**src/rtl/digit_serial_pkg.sv**
```systemverilog
// Shared definitions for the digit-serial adder/subtractor.
//   state_e  : controller states (idle, running through digits, result ready)
//   MODE_SUB : mode value selecting x - y - bin
//   MODE_ADD : mode value selecting x + y + bin
package digit_serial_pkg;

  typedef enum logic [1:0] {
    StIdle = 2'd0,
    StRun  = 2'd1,
    StDone = 2'd2
  } state_e;

  localparam logic MODE_SUB = 1'b0;
  localparam logic MODE_ADD = 1'b1;

endpackage

```
**src/rtl/addsub_digit.sv**
```systemverilog
// Combinational DIGIT-bit ripple add/subtract slice.
//   a, b  : operand digits
//   cin   : carry-in (add) or borrow-in (subtract)
//   mode  : MODE_ADD or MODE_SUB
//   d     : sum/difference digit
//   cout  : carry/borrow out of the top bit of the digit
//   ctop  : carry/borrow into the top bit of the digit (used for overflow)
module addsub_digit
  import digit_serial_pkg::*;
#(
  parameter int unsigned DIGIT = 4
) (
  input  logic [DIGIT-1:0] a,
  input  logic [DIGIT-1:0] b,
  input  logic             cin,
  input  logic             mode,
  output logic [DIGIT-1:0] d,
  output logic             cout,
  output logic             ctop
);

  always_comb begin
    logic [DIGIT:0] c;
    c    = '0;
    d    = '0;
    c[0] = cin;
    for (int i = 0; i < DIGIT; i++) begin
      d[i] = a[i] ^ b[i] ^ c[i];
      if (mode == MODE_ADD) begin
        c[i+1] = (a[i] & b[i]) | (c[i] & (a[i] ^ b[i]));
      end else begin
        // Borrow out: a < b, or a == b with an incoming borrow.
        c[i+1] = (~a[i] & b[i]) | (~(a[i] ^ b[i]) & c[i]);
      end
    end
    cout = c[DIGIT];
    ctop = c[DIGIT-1];
  end

endmodule

```
**src/rtl/digit_serial_addsub.sv**
```systemverilog
// Digit-serial adder/subtractor. Processes DIGIT bits per cycle, LSB digit
// first, with the carry/borrow registered between digits.
//   clk      : clock, rising edge
//   reset_n  : asynchronous active-low reset
//   start    : begin an operation (accepted in idle or done state)
//   mode     : 0 = x - y - bin, 1 = x + y + bin
//   x, y     : operands
//   bin      : carry-in / borrow-in
//   busy     : operation in progress
//   done     : one-cycle pulse, result valid
//   result   : sum or difference
//   bout     : carry/borrow out of the MSB
//   overflow : two's-complement overflow
module digit_serial_addsub
  import digit_serial_pkg::*;
#(
  parameter int unsigned WIDTH = 16,
  parameter int unsigned DIGIT = 4
) (
  input  logic             clk,
  input  logic             reset_n,
  input  logic             start,
  input  logic             mode,
  input  logic [WIDTH-1:0] x,
  input  logic [WIDTH-1:0] y,
  input  logic             bin,
  output logic             busy,
  output logic             done,
  output logic [WIDTH-1:0] result,
  output logic             bout,
  output logic             overflow
);

  localparam int unsigned NDIG  = WIDTH / DIGIT;
  localparam int unsigned CNT_W = (NDIG > 1) ? $clog2(NDIG) : 1;

  if (WIDTH < 2 || DIGIT == 0 || (WIDTH % DIGIT) != 0) begin : gen_param_err
    $error("digit_serial_addsub: WIDTH must be >= 2 and a multiple of DIGIT");
  end

  state_e             state_q, state_d;
  logic [CNT_W-1:0]   cnt_q, cnt_d;
  logic [WIDTH-1:0]   x_q, x_d;
  logic [WIDTH-1:0]   y_q, y_d;
  logic               mode_q, mode_d;
  logic               cy_q, cy_d;
  logic [WIDTH-1:0]   result_q, result_d;
  logic               bout_q, bout_d;
  logic               ovf_q, ovf_d;

  logic               accept;
  logic               last_dig;
  logic [DIGIT-1:0]   dig_a, dig_b, dig_d;
  logic               dig_cout, dig_ctop;

  assign accept   = start && (state_q != StRun);
  assign last_dig = (cnt_q == CNT_W'(NDIG - 1));
  assign dig_a    = x_q[cnt_q*DIGIT +: DIGIT];
  assign dig_b    = y_q[cnt_q*DIGIT +: DIGIT];

  addsub_digit #(
    .DIGIT (DIGIT)
  ) u_digit (
    .a    (dig_a),
    .b    (dig_b),
    .cin  (cy_q),
    .mode (mode_q),
    .d    (dig_d),
    .cout (dig_cout),
    .ctop (dig_ctop)
  );

  // State register.
  always_ff @(posedge clk or negedge reset_n) begin
    if (!reset_n) begin
      state_q <= StIdle;
    end else begin
      state_q <= state_d;
    end
  end

  // Next-state logic.
  always_comb begin
    state_d = state_q;
    unique case (state_q)
      StIdle:  if (accept) state_d = StRun;
      StRun:   if (last_dig) state_d = StDone;
      StDone:  state_d = accept ? StRun : StIdle;
      default: state_d = StIdle;
    endcase
  end

  // Outputs.
  always_comb begin
    busy     = (state_q == StRun);
    done     = (state_q == StDone);
    result   = result_q;
    bout     = bout_q;
    overflow = ovf_q;
  end

  // Datapath next-state.
  always_comb begin
    cnt_d    = cnt_q;
    x_d      = x_q;
    y_d      = y_q;
    mode_d   = mode_q;
    cy_d     = cy_q;
    result_d = result_q;
    bout_d   = bout_q;
    ovf_d    = ovf_q;
    if (accept) begin
      x_d    = x;
      y_d    = y;
      mode_d = mode;
      cy_d   = bin;
      cnt_d  = '0;
    end else if (state_q == StRun) begin
      result_d[cnt_q*DIGIT +: DIGIT] = dig_d;
      cy_d  = dig_cout;
      cnt_d = cnt_q + CNT_W'(1);
      if (last_dig) begin
        bout_d = dig_cout;
        ovf_d  = dig_cout ^ dig_ctop;
      end
    end
  end

  always_ff @(posedge clk or negedge reset_n) begin
    if (!reset_n) begin
      cnt_q    <= '0;
      x_q      <= '0;
      y_q      <= '0;
      mode_q   <= 1'b0;
      cy_q     <= 1'b0;
      result_q <= '0;
      bout_q   <= 1'b0;
      ovf_q    <= 1'b0;
    end else begin
      cnt_q    <= cnt_d;
      x_q      <= x_d;
      y_q      <= y_d;
      mode_q   <= mode_d;
      cy_q     <= cy_d;
      result_q <= result_d;
      bout_q   <= bout_d;
      ovf_q    <= ovf_d;
    end
  end

endmodule

```
**config.mk**
```make
export PLATFORM = sky130hd
export DESIGN_NAME = digit_serial_addsub
export DESIGN_NICKNAME = d
export VERILOG_FILES = /design/src/rtl/digit_serial_pkg.sv /design/src/rtl/addsub_digit.sv /design/src/rtl/digit_serial_addsub.sv
export SDC_FILE = /design/constraint.sdc
export NUM_CORES = 1
export LEC_CHECK = 0
export CORE_ASPECT_RATIO = 1.4
export CORE_MARGIN = 2
export CORE_UTILIZATION = 25
export CTS_CLUSTER_SIZE = 24
export DETAILED_ROUTE_END_ITERATION = 7
export GPL_ROUTABILITY_DRIVEN = 0
export GPL_TIMING_DRIVEN = 1
export SETUP_SLACK_MARGIN = 0.3
export SLEW_MARGIN = 40
export SYNTH_ARGS = -nofsm -noshare
export SYNTH_HDL_FRONTEND = slang
export SYNTH_SLANG_ARGS = --single-unit
```
**constraint.sdc**
```tcl
create_clock -name clk -period 4.7 [get_ports clk]
set_clock_uncertainty 0.15 [all_clocks]
set_input_delay 0.94 -clock clk [delete_from_list [all_inputs] [get_ports clk]]
set_output_delay 0.94 -clock clk [all_outputs]
set_load 0.05 [all_outputs]
```
==> flow_summary.json <==
{
  "status": "completed",
  "hold_end": "result[2]",
  "setup-tns-final_ps": 0,
  "die_area_sq_um": 11520,
  "cp.depth": 12,
  "syn_avg_cell_area_sq_um": 13.54,
  "clock_path_buffers": 2,
  "rsz0062_at_grt": "no",
  "synth_area_sq_um": 2668,
  "setup_viol": 0,
  "synth_fp_nets": 248,
  "root_buffer": "clkbuf_16",
  "fmax_ghz": 0.2693,
  "critPathMaxFanout": 6,
  "relSlewSlack_pct": 49.27,
  "num_antenna_cells": 0,
  "dp_hpwl_mm": 4.153,
  "cts_tree": "done",
  "worstHoldPathCells": 2,
  "power.leakage_uw": 0.001488,
  "cts_resized": 0,
  "drc": 0,
  "end_kind": "flip-flop",
  "vdd_ir_drop_max_v": 0.0002953,
  "synth_seq_cells": 56,
  "postRouteAntennaNets": 0,
  "drive_gt1_share_pct": 23.64,
  "grt_first_pass_wirelength_mm": 9.218,
  "worstMarginPinSlew_ps": 758.3,
  "antenna_found_initial": 0,
  "worstSetupStartpointType": "flip-flop",
  "viasPerCell": 4.333,
  "clock_latency_ps": 290,
  "crit_top_cell": "fa_1",
  "worstRegToRegCells": 12,
  "netlist_instances": 197,
  "cts_setup_buffers": 0,
  "worst_slack_ps": 986.5,
  "period_needed_ps": 3714,
  "firstDrtPassIters": 4,
  "ios": 57,
  "cts_num_sinks": 56,
  "first_global_vias": 1805,
  "regArea_sq_um": 1401,
  "hp-start": "result[2]",
  "ys_types": 29,
  "htreeDepth": 2,
  "min-delay-path-class": "flip-flop to flip-flop",
  "r2r-end": "overflow",
  "grt_use_total_pct": 10.17,
  "p_total_uw": 2781,
  "yosys_warnings": 0,
  "place_ws_ps": 999.5,
  "hold_viol_final": 0,
  "grt_max_degree": 57,
  "path_clk_slew_ps": 70,
  "maxCapViolations": 0,
  "path_delay_family": "multiplexers",
  "hold_ws_ps": 328.9,
  "cts_inserted_buffers": 5,
  "p_per_area_nw_per_um2": 782.3,
  "layout-area-overhead-vs-synth_pct": 33.26,
  "num-fill-cells": 1021,
  "wl_per_cell_um": 13.95,
  "grt-ovfl-total": 0,
  "fp.dieH_um": 126.2,
  "numPortBuffers": 56,
  "worst-path-buf-inv": 1,
  "drt-initial-drc-count": 79,
  "slew_viol_final": 0,
  "ys_seq_area_share_pct": 52.53,
  "cts_hold_buf": 0,
  "path_cells": "buf_4, mux4_2, fa_1, mux2i_1, fa_1, mux2_2, fa_1, mux2i_1, fa_1, mux2i_1, xor2_1, o21ai_0",
  "multi_input_area_sq_um": 1182,
  "cp.required_ps": 4730,
  "start_util_pct": 25.64,
  "fin_crit_sh_pct": 79.01,
  "vias": 1716,
  "path_class": "flip-flop to flip-flop",
  "ff2ff_setup_slack_ps": 990,
  "r2r-start": "cnt_q[0]",
  "slowest_stage": "mux4_2",
  "core_area_sq_um": 10410,
  "cpPeakStageDelay_ps": 560,
  "drt-total-wl_mm": 5.524,
  "fin_nets": 308,
  "rows": 44,
  "cp_data_arrival_time_ps": 3740,
  "chipWidth_um": 91.30
}
synth_stat cells (all sizes together):
cell,number,area (sq um)
mux4,8,180.2
mux2,34,382.9
fa,8,160.2
inv,12,45.04
nand3b,5,37.54
mux2i,3,30.03
a22o,1,10.01
o22ai,1,6.260
o21ai,17,85.08
xor2,1,8.760
o31ai,2,15.01
or4,1,7.510
or3b,1,8.760
and2b,1,8.760
ha,6,75.07
nand3,2,10.01
clkbuf,3,11.26
or2b,1,7.510
nand2,21,81.33
dfrtp,56,1401
a21oi,1,5.000
nor2,3,11.26
or4b,3,37.54
nor2b,1,6.260
buf,4,27.52
a211oi,1,7.510
layout make-up:
| cell class | count | area share (%) |
|---|---|---|
| well taps | 138 | 4.857 |
| inverters | 12 | 1.267 |
| flip-flops and latches | 56 | 39.42 |
| multi-input cells | 122 | 33.26 |
| clock buffers | 5 | 3.520 |
| clock inverters | 3 | 1.197 |
| repair buffers | 60 | 16.47 |
sequential cells by signal, summed over array words and instances, names as in the netlist:
name,count
result,16
x_q,16
y_q,16
cnt_q,2
state_q,2
bout,1
cy_q,1
mode_q,1
overflow,1
routing by layer:
| layer | vias up | share of wire (%) | GRT usage [%] |
|---|---|---|---|
| met5 | - | 0 | 0 |
| met4 | 0 | 1.5 | 3.209 |
| met3 | 5 | 4.5 | 2.632 |
| met2 | 42 | 52 | 17.43 |
| met1 | 865 | 42 | 12.51 |
| li1 | 804 | - | - |
through the flow:
stage               util [%]  instance area, sq um  std cells
global route           34.16                  3555        396
global placement       32.55                  3387        388
floorplan                  -                  2668        197
CTS                    34.16                  3555        396
detailed placement     32.55                  3387        388
finish                 34.16                  3555        396
placed cells by master (no fill, tap or decap), types with 2 or more instances in the layout:
cell and instances:
mux4_2 8, nand3b_1 5, fa_1 8, nand3_1 2
nand2_1 20, ha_1 6, mux2_2 34, inv_1 12
o21ai_0 17, nor2_1 3, o31ai_1 2, mux2i_1 3
clkdlybuf4s50_1 55, buf_4 4, dfrtp_1 56, or4b_4 2
clkbuf_16 5
worst min-delay path, stage by stage (launching register included):
cell     delay, ps
dfrtp_1        340
nand2_1         40
o21ai_0         60
logic make-up after synthesis:
family / share of synthesized area, %
simple gates: 8.115
mux: 22.23
compound gates: 4.831
buf+inv: 3.142
flops: 52.53
fa+ha+maj: 8.818
xor+xnor: 0.3284
how the worst max path moves through the flow:
stage | start | slack (ps) | endpoint
after floorplan | cnt_q[0] | 940 | result[15]
after global placement | cnt_q[0] | 1170 | result[11]
after detailed placement | cnt_q[0] | 1000 | overflow
after CTS | cnt_q[0] | 950 | overflow
after global routing | cnt_q[0] | 770 | overflow
final | cnt_q[0] | 990 | overflow
power breakdown:
| group | leakage [uW] | internal, uW | switching, uW | total, uW |
|---|---|---|---|---|
| clock | 0.0000798 | 251 | 171 | 421 |
| combinational | 0.000715 | 663 | 859 | 1520 |
| sequential | 0.000693 | 704 | 134 | 838 |
| total | 0.00149 | 1620 | 1160 | 2780 |
Power figures use the tool's default switching activity.
==> RTL change 1, RTL diff (config.mk and constraints unchanged) <==
Change the parameter `WIDTH` from 16 to 8.
--- a/src/rtl/digit_serial_addsub.sv
+++ b/src/rtl/digit_serial_addsub.sv
@@ -14,7 +14,7 @@
 module digit_serial_addsub
   import digit_serial_pkg::*;
 #(
-  parameter int unsigned WIDTH = 16,
+  parameter int unsigned WIDTH = 8,
   parameter int unsigned DIGIT = 4
 ) (
   input  logic             clk,
Ports: changed (resized result, x and y); port bits go from 57 to 33. The function was not compared with the original's and may differ.
==> RTL change 1 against the unedited design <==
Worst setup slack got worse by 54 ps. Routed wire length down 53%. Final cell count is 45% lower. Sequential cell count is 25 lower. Critical path depth unchanged. Cell area is 43% lower. Sequential share of layout area is 1.0 points lower. Area after synthesis decreased by 42%. Critical path type unchanged.
Power is left out: the tool's default activity adds up to more than one toggle a clock period on the data nets, which glitch-free logic cannot reach.
==> RTL change 1: results (changes against the unedited design) <==
First-pass GRT wire length: 4680 µm (-49%)
Post-synthesis mux area share: 24.4% (+2.1 points)
Place WS: 885 ps (-115 ps)
Met2 routed WL: 1380 µm (-52%)
GRT met2 Usage: 14.9% (-2.6 points)
Worst-path fanout max: 11 (+5)
Critical R2R Launch: cnt_q
Global router's overall resource usage: 8.81% (-1.4 points)
Cells after Synth: 110 (-44%)
Layout cells sized above 1: 22.8% (-0.88 points)
Synth Area in XOR/XNOR: 0.563% (+0.23 points)
Adder-cell share of the synthesized area: 10.3% (+1.5 points)
Synth Net Count: 139 (-44%)
Top post-synthesis cells by area: dfrtp_1, mux2_4, fa_1
Flop2flop setup slack: 930 ps (-50 ps)
Vias in the first global route: 1,009 (-44%)
Worst hold start: result[1]
Status: completed
Placed cell area: 1920 µm² (-43%)
Sequential fraction of the synthesis area: 49.9% (-2.7 points)
DRT iter0 DRCs: 16 (-80%)
Post-route insts no fill: 217 (-45%)
Final hold slack: 333 ps (+3.64 ps)
Max incr delay on CP: 630 ps (+70 ps)
Vias/cell: 4.12 (-4.9%)
==> RTL change 1: cell count changes after synthesis, sizes merged, moves of 3 or more <==
cell / change
o21ai: -7
dfrtp: -25
ha: -6
mux2: -12
or4b: -3
nand3b: -4
inv: -6
mux2i: +6
nand2: -12
mux4: -8
nor2: -3
==> RTL change 1: worst min path at each step <==
stage,to,depth (start not counted)
after floorplan,y_q[7],1
after global placement,result[1],2
after detailed placement,result[3],2
after CTS,result[3],2
after global routing,result[1],2
final,result[1],2
==> RTL change 1: critical path, delay by kind of cell (launching register included) <==
kind                       cells  cell delay [ps]
muxes                          5             1310
adders and majority gates      4             1180
DFF                            1              630
xor gates and xnor gates       1              180
buffers and inverters          1              110
AOI/OAI and AO/OA              1               80
==> RTL change 1: layout make-up <==
class                           count  area share [%]
Timing Repair Buffer               33            16.2
Inverter                            6            1.12
Sequential cell                    31            38.4
Tap cell                           72            4.46
Multi-Input combinational cell     67            34.8
Clock buffer                        8            4.96
==> RTL change 2, RTL diff (same settings) <==
Without the edit above. Register the input `y` before use, without a reset. The logic sees it one clock later. The other inputs are not delayed to match.
--- a/src/rtl/digit_serial_addsub.sv
+++ b/src/rtl/digit_serial_addsub.sv
@@ -33,6 +33,12 @@
 
   localparam int unsigned NDIG  = WIDTH / DIGIT;
   localparam int unsigned CNT_W = (NDIG > 1) ? $clog2(NDIG) : 1;
+
+  logic [WIDTH-1:0] y_r;
+
+  always_ff @(posedge clk) begin
+    y_r <= y;
+  end
 
   if (WIDTH < 2 || DIGIT == 0 || (WIDTH % DIGIT) != 0) begin : gen_param_err
     $error("digit_serial_addsub: WIDTH must be >= 2 and a multiple of DIGIT");
@@ -111,7 +117,7 @@
     ovf_d    = ovf_q;
     if (accept) begin
       x_d    = x;
-      y_d    = y;
+      y_d    = y_r;
       mode_d = mode;
       cy_d   = bin;
       cnt_d  = '0;
Behaviour: not the same (a bounded check fails within 4 cycles, from zero or initial values and one cycle with reset_n low).
==> RTL change 2 against the unedited design <==
Count of clock-buffer cells in the layout rose by 5. Routed wire length rose by 7.3%. Area after synthesis rose by 12%. Cell area rose by 13%. Non-clock buffer count fell by 2. Die area rose by 12%. Sequential cell count rose by 16. Clock power rose by 59%. Worst setup slack got worse by 140 ps. Sequential power rose by 19%. Total power rose by 15%. Critical path type unchanged. Largest cell class unchanged. Highest routed layer unchanged.
==> RTL change 2: results (changes against the unedited design) <==
Worst hold start: y_r[9]
DRT iter0 DRCs: 78 (-1.3%)
Most common library cells after synthesis: dfrtp_1, mux2_2, nand2_1, o21ai_0, dfxtp_1
Layout cells sized above 1: 23.7% (about the same)
Flop2flop setup slack: 840 ps (-140 ps)
CLK BUF: 10 (+5)
Via count: 1,796 (+4.7%)
Vias in the first global route: 1,908 (+5.7%)
Worst hold path depth: 1 (-1)
GR Layer Usage met1: 12.3% (-0.17 points)
Final hold slack: 308 ps (-20.5 ps)
Post-Syn Area: 2990 µm² (+12%)
TritonCTS Buffers: 9 (+4)
Fillers: 1,161 (+14%)
Clk pwr share: 21.0% (+5.9 points)
Synth Net Count: 264 (+6.5%)
Status: completed
Count of cell types in the netlist: 30 (+3.4%)
Met2 routed WL: 2970 µm (+2.7%)
CP top delay family: adder cells
Nets@finish: 326 (+5.8%)
Post-synth ARST share: 77.8% (-22 points)
Clk cell area share: 7.41% (+2.7 points)
Worst-Margin Slew: 759 ps (+0.710 ps)
CP arrival: 3950 ps (+210 ps)
Seq cells: 72 (+29%)
Met3 wire length: 357 µm (+45%)
Wl on met1: 2520 µm (+9.2%)
Global router's overall resource usage: 10.2% (+0.019 points)
Multi-input combinational area share: 29.6% (-3.7 points)
Non-clk bufs: 58 (-3.3%)
Top post-synthesis cells by area: dfrtp_1, mux2_2, dfxtp_1
Slowest-stage cell, CP: dfrtp_1
LEAKAGE: 1.67 nW (+12%)
Area delta synth->final: 33.9%
First-pass GRT wire length: 9730 µm (+5.5%)
Placed cell area: 3700 µm² (+9.3%)
Wire per inst: 13.9 µm (-0.26%)
CP endpoint: result[15]
Clock Latency Late Sink: 330 ps (+40 ps)
Signal buf overhead: 14.3% (-2.2 points)
H-tree levels: 3 (+1)
Pint: 1.92 mW (+19%)
GRT met2 Usage: 16.7% (-0.76 points)
[RTL change 2: cell types whose count changed in the layout (fill, tap and decap cells not counted), sizes merged]
cell      unedited run  this run
clkinvlp             1         3
dfxtp                0        16
clkbuf               5        10
buf                  5         3
[RTL change 2: kinds of logic (layout without fill, tap and decap cells)]
| family | Yosys count | in the layout | share of synthesized area [%] |
|---|---|---|---|
| DFF | 72 | 72 | 57.6 |
| muxes | 45 | 45 | 19.8 |
| and+or+nand+nor | 39 | 39 | 7.25 |
| AOI/OAI and AO/OA | 23 | 23 | 4.31 |
| buffers and inverters | 19 | 85 | 2.81 |
| adders and majority gates | 14 | 14 | 7.87 |
| xor gates and xnor gates | 1 | 1 | 0.293 |
[RTL change 2: stage by stage]
stage          power, mW  instances  setup WS, ps
4_1_cts             3.24        426           808
5_1_grt             3.45        426           537
2_1_floorplan       2.08        213           942
3_3_place_gp        2.51        411           975
3_5_place_dp        2.56        411           818
6_report            3.19        426           842
